===== src/rtl/uart_pkg.sv =====
// rtl/uart_pkg.sv - shared UART constants and transmit state encoding
package uart_pkg;

  localparam int   OVERSAMPLE = 16;
  localparam logic IDLE_LEVEL = 1'b1;

  typedef enum logic [1:0] {
    IDLE,
    START,
    DATA,
    STOP
  } tx_state_e;

endpackage


===== src/rtl/uart_frame_tx.sv =====
// rtl/uart_frame_tx.sv - single-byte 8N1 frame engine driven by the 16x sample tick
module uart_frame_tx
  import uart_pkg::*;
#(
  parameter int DBITS   = 8,
  parameter int SB_TICK = 16
) (
  input  logic             clk,
  input  logic             reset_n,
  input  logic             sample_tick,
  input  logic             start,
  input  logic [DBITS-1:0] byte_in,
  output logic             tx,
  output logic             frame_done
);

  localparam int TMAX = (SB_TICK > OVERSAMPLE) ? SB_TICK : OVERSAMPLE;
  localparam int TW   = $clog2(TMAX);
  localparam int BW   = $clog2(DBITS + 1);

  tx_state_e        state_q;
  logic [TW-1:0]    tick_q;
  logic [BW-1:0]    bit_q;
  logic [DBITS-1:0] shift_q;
  logic             tx_q;
  logic             stage_end;

  always_comb begin
    stage_end = 1'b0;
    if (sample_tick) begin
      case (state_q)
        START, DATA: stage_end = (tick_q == TW'(OVERSAMPLE - 1));
        STOP:        stage_end = (tick_q == TW'(SB_TICK - 1));
        default:     stage_end = 1'b0;
      endcase
    end
  end

  // Strobe on the cycle the final stop tick arrives; the owner decides on the same edge
  // whether to chain another byte through start/byte_in.
  assign frame_done = stage_end && (state_q == STOP);
  assign tx         = tx_q;

  always_ff @(posedge clk or negedge reset_n) begin
    if (!reset_n) begin
      state_q <= IDLE;
      tick_q  <= '0;
      bit_q   <= '0;
      shift_q <= '0;
      tx_q    <= IDLE_LEVEL;
    end else begin
      case (state_q)
        IDLE: begin
          if (start) begin
            shift_q <= byte_in;
            tick_q  <= '0;
            tx_q    <= 1'b0;
            state_q <= START;
          end
        end
        START: begin
          if (stage_end) begin
            tick_q  <= '0;
            bit_q   <= '0;
            tx_q    <= shift_q[0];
            state_q <= DATA;
          end else if (sample_tick) begin
            tick_q <= tick_q + TW'(1);
          end
        end
        DATA: begin
          if (stage_end) begin
            tick_q  <= '0;
            shift_q <= shift_q >> 1;
            if (bit_q == BW'(DBITS - 1)) begin
              tx_q    <= IDLE_LEVEL;
              state_q <= STOP;
            end else begin
              bit_q <= bit_q + BW'(1);
              tx_q  <= shift_q[1];
            end
          end else if (sample_tick) begin
            tick_q <= tick_q + TW'(1);
          end
        end
        STOP: begin
          if (stage_end) begin
            tick_q <= '0;
            if (start) begin
              shift_q <= byte_in;
              tx_q    <= 1'b0;
              state_q <= START;
            end else begin
              state_q <= IDLE;
            end
          end else if (sample_tick) begin
            tick_q <= tick_q + TW'(1);
          end
        end
        default: state_q <= IDLE;
      endcase
    end
  end

endmodule


===== src/rtl/uart_block_tx.sv =====
// rtl/uart_block_tx.sv - captures a multi-byte block and sends it as back-to-back 8N1 frames
module uart_block_tx
  import uart_pkg::*;
#(
  parameter int DBITS    = 8,
  parameter int NBYTES   = 8,
  parameter int SB_TICK  = 16,
  parameter int CNT_BITS = 4
) (
  input  logic                      clk_100MHz,
  input  logic                      reset_n,
  input  logic                      sample_tick,
  input  logic                      load,
  input  logic [DBITS*NBYTES-1:0]   block_in,
  output logic                      tx,
  output logic                      busy,
  output logic                      block_done,
  output logic [CNT_BITS-1:0]       bytes_left
);

  logic [DBITS*NBYTES-1:0] block_q;
  logic                    busy_q;
  logic                    done_q;
  logic [CNT_BITS-1:0]     left_q;

  logic             accept;
  logic             more;
  logic             frame_done;
  logic             frame_start;
  logic [DBITS-1:0] next_byte;

  // done_q also acts as a one-cycle lockout: a load coinciding with block_done is dropped.
  assign accept      = load && !busy_q && !done_q;
  assign more        = (left_q > CNT_BITS'(1));
  assign frame_start = accept || (frame_done && more);
  // block_q is shifted after every frame, so its second byte is always the next to send.
  assign next_byte   = busy_q ? block_q[DBITS +: DBITS] : block_in[DBITS-1:0];

  uart_frame_tx #(
    .DBITS  (DBITS),
    .SB_TICK(SB_TICK)
  ) u_frame (
    .clk        (clk_100MHz),
    .reset_n    (reset_n),
    .sample_tick(sample_tick),
    .start      (frame_start),
    .byte_in    (next_byte),
    .tx         (tx),
    .frame_done (frame_done)
  );

  always_ff @(posedge clk_100MHz or negedge reset_n) begin
    if (!reset_n) begin
      block_q <= '0;
      busy_q  <= 1'b0;
      done_q  <= 1'b0;
      left_q  <= '0;
    end else begin
      done_q <= 1'b0;
      if (accept) begin
        block_q <= block_in;
        left_q  <= CNT_BITS'(NBYTES);
        busy_q  <= 1'b1;
      end else if (frame_done && (left_q != '0)) begin
        block_q <= block_q >> DBITS;
        left_q  <= left_q - CNT_BITS'(1);
        if (!more) begin
          busy_q <= 1'b0;
          done_q <= 1'b1;
        end
      end
    end
  end

  assign busy       = busy_q;
  assign block_done = done_q;
  assign bytes_left = left_q;

endmodule


===== config.mk =====
export PLATFORM = sky130hd
export DESIGN_NAME = uart_block_tx
export DESIGN_NICKNAME = d
export VERILOG_FILES = /design/src/rtl/uart_pkg.sv /design/src/rtl/uart_frame_tx.sv /design/src/rtl/uart_block_tx.sv
export SDC_FILE = /design/constraint.sdc
export NUM_CORES = 1
export LEC_CHECK = 0
export BUFFER_PORTS_ARGS = -buffer_cell sky130_fd_sc_hd__buf_2
export CAP_MARGIN = 5
export CORE_MARGIN = 2
export CORE_UTILIZATION = 55
export CTS_CLUSTER_DIAMETER = 40
export CTS_CLUSTER_SIZE = 12
export DETAILED_ROUTE_END_ITERATION = 7
export GPL_TIMING_DRIVEN = 1
export PLACE_DENSITY = 0.79
export SETUP_SLACK_MARGIN = 0.5
export SLEW_MARGIN = 20
export SYNTH_ARGS = -nofsm -noshare
export SYNTH_HDL_FRONTEND = slang
export SYNTH_SLANG_ARGS = --single-unit

===== constraint.sdc =====
create_clock -name clk_100MHz -period 2.75 [get_ports clk_100MHz]
set_input_delay 0.825 -clock clk_100MHz [delete_from_list [all_inputs] [get_ports clk_100MHz]]
set_output_delay 0.825 -clock clk_100MHz [all_outputs]
set_load 0.005 [all_outputs]

# Word-level counts from Yosys, hierarchy flattened
# Index checks and enable logic that the tools add are counted.
# totals
regBits	89
out_inout_bits	7
word_cells	84
# classes
n_addsub	3
magnitude_cmp	1
eq_ne	13
n_mux	38
n_reduce_logical	20
# op_table
cell	n
64-bit 2-to-1 mux	2
4-bit 2-to-1 mux	8
8-bit 2-to-1 mux	4
8-bit case mux with 3 select lines	1
4-bit case mux with 2 select lines	2
1-bit 2-to-1 mux	14
2-bit 2-to-1 mux	5
4-bit by 1-bit adder with 4-bit output, second input constant	2
2-bit by 1-bit inequality test with 1-bit output, second input constant	4
2-bit case mux with 4 select lines	1
2-bit inequality test, second input constant	3
3-bit AND reduction	2
1-bit logical AND	5
5-bit AND reduction	1
2-bit equality test, second input constant	2
4-bit by 3-bit equality test with 1-bit output, second input constant	1
4-bit equality test, second input constant	1
4-bit by 1-bit greater-than comparator with 1-bit output, second input constant	1
1-bit case mux with 4 select lines	1
2-bit AND reduction	2
4-bit AND reduction	1
2-bit nonzero test	2
4-bit nonzero test	1
4-bit by 1-bit subtractor with 4-bit output, second input constant	1
7 further kinds	8

# Logic depth before layout (Yosys ltp)
# depth
depth_word	10
ltp_mapped	10

# Hierarchy
# From an unflattened synthesis, not the netlist that was laid out.
# unflattened
hier_cells	460
hier_area_um2	4388.0
# modules_own_cells
module	instances	cells_each	area_per_inst_um2	seq_area_each_um2
uart_block_tx	1	353	3143.0	1551.5
uart_frame_tx	1	107	1244.9	476.7

# Least setup slack after synthesis
# OpenSTA, ideal clock, no wires.
# synth_timing
path_type	input to register
from	input load
to	register u_frame.shift_q[0]
setup_time_ns	0.125
arrival_time_ns	2.111
required_ns	2.625
path_slack_ns	0.515
stages	4
n_path_buf	1
path_cell_list	or3b_1 -> buf_2 -> a311oi_4 -> mux2_2
# synth_between
elab_chain_cells	6
# synth_rtl
item	line	source
start: declaration	uart_block_tx.sv:13	input logic load,
1-bit logical AND (*) (2 in a row)	uart_block_tx.sv:33	assign accept = load && !busy_q && !done_q;
1-bit logical OR (*)	uart_block_tx.sv:35	assign frame_start = accept || (frame_done && more);
8-bit 2-to-1 mux (*)	-	
8-bit 2-to-1 mux	-	
8-bit case mux with 3 select lines (*)	-	
end signal: assignment	uart_frame_tx.sv:55	shift_q <= byte_in;
end signal: assignment	uart_frame_tx.sv:74	shift_q <= shift_q >> 1;
end signal: assignment	uart_frame_tx.sv:90	shift_q <= byte_in;
end: declaration	uart_frame_tx.sv:24	logic [DBITS-1:0] shift_q;
# Mark *: on every way between the ends. The rest lies on a longest branch, timed or not. The select of a mux whose other input is x is not followed.
# A chain may end at the register's enable or synchronous reset.

# Final worst setup path
# layout_timing
from	register u_frame.state_q[1]
to	register u_frame.shift_q[6]
# layout_between
elab_chain_cells	10
# layout_rtl
item	line	source
start: declaration	uart_frame_tx.sv:21	tx_state_e state_q;
start signal: assignment	uart_frame_tx.sv:46	state_q <= IDLE;
start signal: assignment	uart_frame_tx.sv:58	state_q <= START;
start signal: assignment	uart_frame_tx.sv:66	state_q <= DATA;
2-bit by 1-bit equality test with 1-bit output, or another cell as far along	uart_frame_tx.sv:31	case (state_q)
3-bit OR reduction (no source line)	-	
1-bit 2-to-1 mux	-	
1-bit 2-to-1 mux	uart_frame_tx.sv:30	if (sample_tick) begin
1-bit logical AND	uart_frame_tx.sv:41	assign frame_done = stage_end && (state_q == STOP);
1-bit logical AND	uart_block_tx.sv:35	
1-bit logical OR	uart_block_tx.sv:35	
8-bit 2-to-1 mux (2 in a row)	-	
8-bit case mux with 3 select lines	uart_frame_tx.sv:52	case (state_q)
# Parallel ways exist; a longest one is shown, timed or not. The select of a mux whose other input is x is not followed.

==> run summary <==
Yosys mapped a number of flops with a built-in enable equal to 0. The adder-cell share of the synthesized area is 3.46%. The number of antenna violations at the first check in global routing is 0. After layout, the minimum clock period comes to 2180 ps.

The post-synthesis instance area came out at 3970 um2. The clock slew seen by the registers of the worst setup and hold paths came out at 90 ps. The number of inserted diodes is 0. Buffers inserted during clock tree synthesis total 9. The critical path in this run is classified as reg -> reg. The floorplan row count is 30. For this run, design rule violations remaining after detail routing come to 0. Global routing finished with a remaining overflow of 0. The violation count after the first detailed-route iteration is 239. The clock passes through at most 2 buffers. The mux cell area share after synthesis is 5.60%. Entering global routing, the biggest net connects 51 pins. After synthesis, the largest family of logic cells by area is compound AO/OA/AOI/OAI gates.

The net count after synthesis came out at 418. Setup repair after global routing left no endpoint under its margin. The cell count of the worst reg-to-reg path came out at 8.

The initial utilization of the core area, before any placement, comes to 57.5%. The async set-reset flop share out of synthesis is 100%. For the worst-skew pair, the clock arrives at the later sink with an insertion delay of 350 ps.

The instance count of the mapped netlist is 339. The clock skew is 10.9 ps. The max-capacitance violation count is 0. In this run the number of H-tree levels came out at 3. Input and output buffers added on the ports amount to 74. From left edge to right edge, the die measures 89 um. The final hold violation count came to 0. The basic-gate share of the synthesized area counting and, or, nand and nor cells came out at 14.7%.

The parity-gate share of the synthesized area counting xor and xnor cells came out at 0.441%. The transition at the pin with the smallest max-transition slack is 596 ps. In this run the critical register-to-register path is captured at u_frame.shift_q[6]$_DFFE_PN0P_. The share of the clock period used by the worst path is 79.2%. The number of ports placed on the die boundary is 75.

The count of vias placed by the detailed router came out at 2971. The share of the yosys chip area belonging to registers is 51.0%. The static leakage power came out at 0.00228 uW. TritonCTS built the clock tree. The worst setup path is captured at a flip-flop. The mean routed wirelength per cell came out at 16.7 um. The number of clock sinks is 81. The launch point of the critical path is u_frame.state_q[1]$_DFFE_PN0P_. The post-route netlist has 29.3% of its cells at a drive strength greater than 1. The total iterations of the first detailed-routing run came out at 4.

In the synthesized netlist the dominant register cell turns out to be dfrtp_1. The worst setup path is launched from a flip-flop. The synthesis warning total came out at 0. In the routed layout, each cell is associated on average with a via count of 5.80. The count of unique library cells instantiated by Yosys came out at 47. Routability-driven placement finished with a final weighted congestion of 0.883. The worst hold path belongs to the class in -> async. Once placement completed, the tool counted placed cells totaling 493. The final antenna-violating net count came out at 0. The complex-gate fraction of the synthesized area is 20.2%. The number of global-route vias before repair came out at 2933. The data arrival time of the worst path came out at 2410 ps.

The die outline area is 7920 um2. The final layout contains 490 nets. Once layout is complete, the cells apart from fillers number 512. The global-route wire length before repair came out at 14.1 mm. At the worst endpoint, the required time is 2980 ps. Across every metal layer, demand over resource in global routing totals 23.1%. The total of flip-flops plus latches after synthesis is 81.

The floorplan core area is 6910 um2. The worst register-to-register path begins at u_frame.state_q[1]$_DFFE_PN0P_. The die span in y came out at 89 um. The average cell area after synthesis came out at 11.7 um2.

The placed wire-length estimate after detailed placement came out at 5.73 mm. The summed negative setup slack over all endpoints is 0 ps. The flow ran to the end, and the final reports show no timing, DRC or antenna violations. The number of pins with negative max-slew slack in the final report is 0. The maximum clock rate came out at 0.459 GHz. The layout-stage area growth over the synthesis result is 18.1%. The number of failing setup endpoints in the final timing report is 0.

The overall routed net length came out at 8.58 mm. The reg2reg setup slack came out at 570 ps. In this run the worst setup path terminates at u_frame.shift_q[6]$_DFFE_PN0P_. VDD sags by at most 0.000519 V. The power per unit of standard cell area came out at 958 nW/um2. The root cell of the clock tree is clkbuf_8.

The critical-path maximum fanout is 10. The worst pin sits at a relative slew slack of 60.2%.
worst min path at each step:
| stage | start | to | slack [ps] | cells after the start |
|---|---|---|---|---|
| 2_1_floorplan | u_frame.shift_q[2]$_DFFE_PN0P_ | u_frame.shift_q[2]$_DFFE_PN0P_ | 460 | 1 |
| 3_3_place_gp | u_frame.shift_q[2]$_DFFE_PN0P_ | u_frame.shift_q[2]$_DFFE_PN0P_ | 470 | 1 |
| 5_1_grt | reset_n | u_frame.shift_q[0]$_DFFE_PN0P_ | 470 | 1 |
| 6_report | reset_n | u_frame.shift_q[0]$_DFFE_PN0P_ | 430 | 1 |
| 3_5_place_dp | block_q[62]$_DFFE_PN0P_ | block_q[62]$_DFFE_PN0P_ | 490 | 1 |
| 4_1_cts | reset_n | u_frame.shift_q[0]$_DFFE_PN0P_ | 450 | 1 |
through the flow:
stage                     area (um2)  hold WS [ps]  util [%]  setup slack [ps]  power [uW]
after floorplan                 3970           458         -               515        3080
after global placement          4420           471      64.0               358        3390
after detailed placement        4420           492      64.0               269        3480
after CTS                       4670           448      67.6               457        4450
after global routing            4690           468      68.0               499        4790
final                           4690           432      68.0               571        4500
registers in the layout, summed over array words and instances (netlist names), 2 cells and up:
| signal | flops |
|---|---|
| u_frame.tick_q | 4 |
| u_frame.state_q | 2 |
| block_q | 56 |
| u_frame.bit_q | 4 |
| u_frame.shift_q | 8 |
| bytes_left | 4 |
report_power, final:
group / switching (uW) / internal (uW)
combinational: 678 / 841
sequential: 368 / 1700
clock: 454 / 456
cells by family (layout without fill, tap and decap cells):
kind of cell,Yosys count,after routing
fa+ha+maj,11,11
simple gates,97,98
flops,81,81
xor+xnor,2,2
mux,21,21
buf+inv,33,109
compound gates,94,94
layout make-up:
type,instances,area (um2)
Multi-Input combinational cell,226,1810
Timing Repair Buffer,84,485
Sequential cell,81,2030
Clock inverter,6,72.6
Inverter,9,33.8
Fill cell,567,2210
Tap cell,96,120
Clock buffer,10,138
critical path, cell delays in order (launching register included):
cell and delay (ps):
dfrtp_1 430, inv_1 140, ha_4 220, and3b_2 280, buf_4 170, a21oi_2 70
a311oi_4 250, buf_12 160, mux2_2 320
Yosys cell counts (all sizes together) (3+ instances only):
| cell type | number | share of area (%) |
|---|---|---|
| dfrtp | 80 | 50 |
| and2 | 52 | 8.2 |
| a221o | 48 | 12 |
| o21ai | 17 | 2.1 |
| buf | 16 | 2.9 |
| nand2 | 13 | 1.2 |
| ha | 11 | 3.5 |
| mux2i | 11 | 2.8 |
| mux2 | 10 | 2.8 |
| inv | 9 | 0.85 |
| a22o | 8 | 1.8 |
| clkbuf | 8 | 0.76 |
| a21oi | 7 | 0.98 |
| nand3 | 7 | 0.88 |
| nor2 | 6 | 0.57 |
| nor3 | 4 | 0.50 |
| or3 | 3 | 0.47 |
per-layer routing:
metal	track usage (%)	vias to the layer above	share of wire, %
li1	-	1410	-
met1	32.7	1466	46
met2	36.3	83	48
met3	3.79	12	4.3
met4	8.68	0	1.6
met5	0	-	0
cells in the final DEF (no fill, tap or decap), drive strengths merged, types with 6 or more instances in the layout:
cell type,n
o21ai,17
ha,11
clkbuf,10
nand3,7
mux2,10
inv,12
nand2,13
buf,84
a221o,48
and2,53
mux2i,11
nor2,6
a22o,8
dfrtp,80
a21oi,7
timing repair:
item	in CTS	in global routing
setup buffers	2	0
pin swaps	2	0
resized for setup	2	6
hold buffers	0	0
cloned	1	0
endpoints found under the hold margin	0	0
setup endpoints to repair	67	58
No activity file was read; power rests on OpenSTA's default activity.
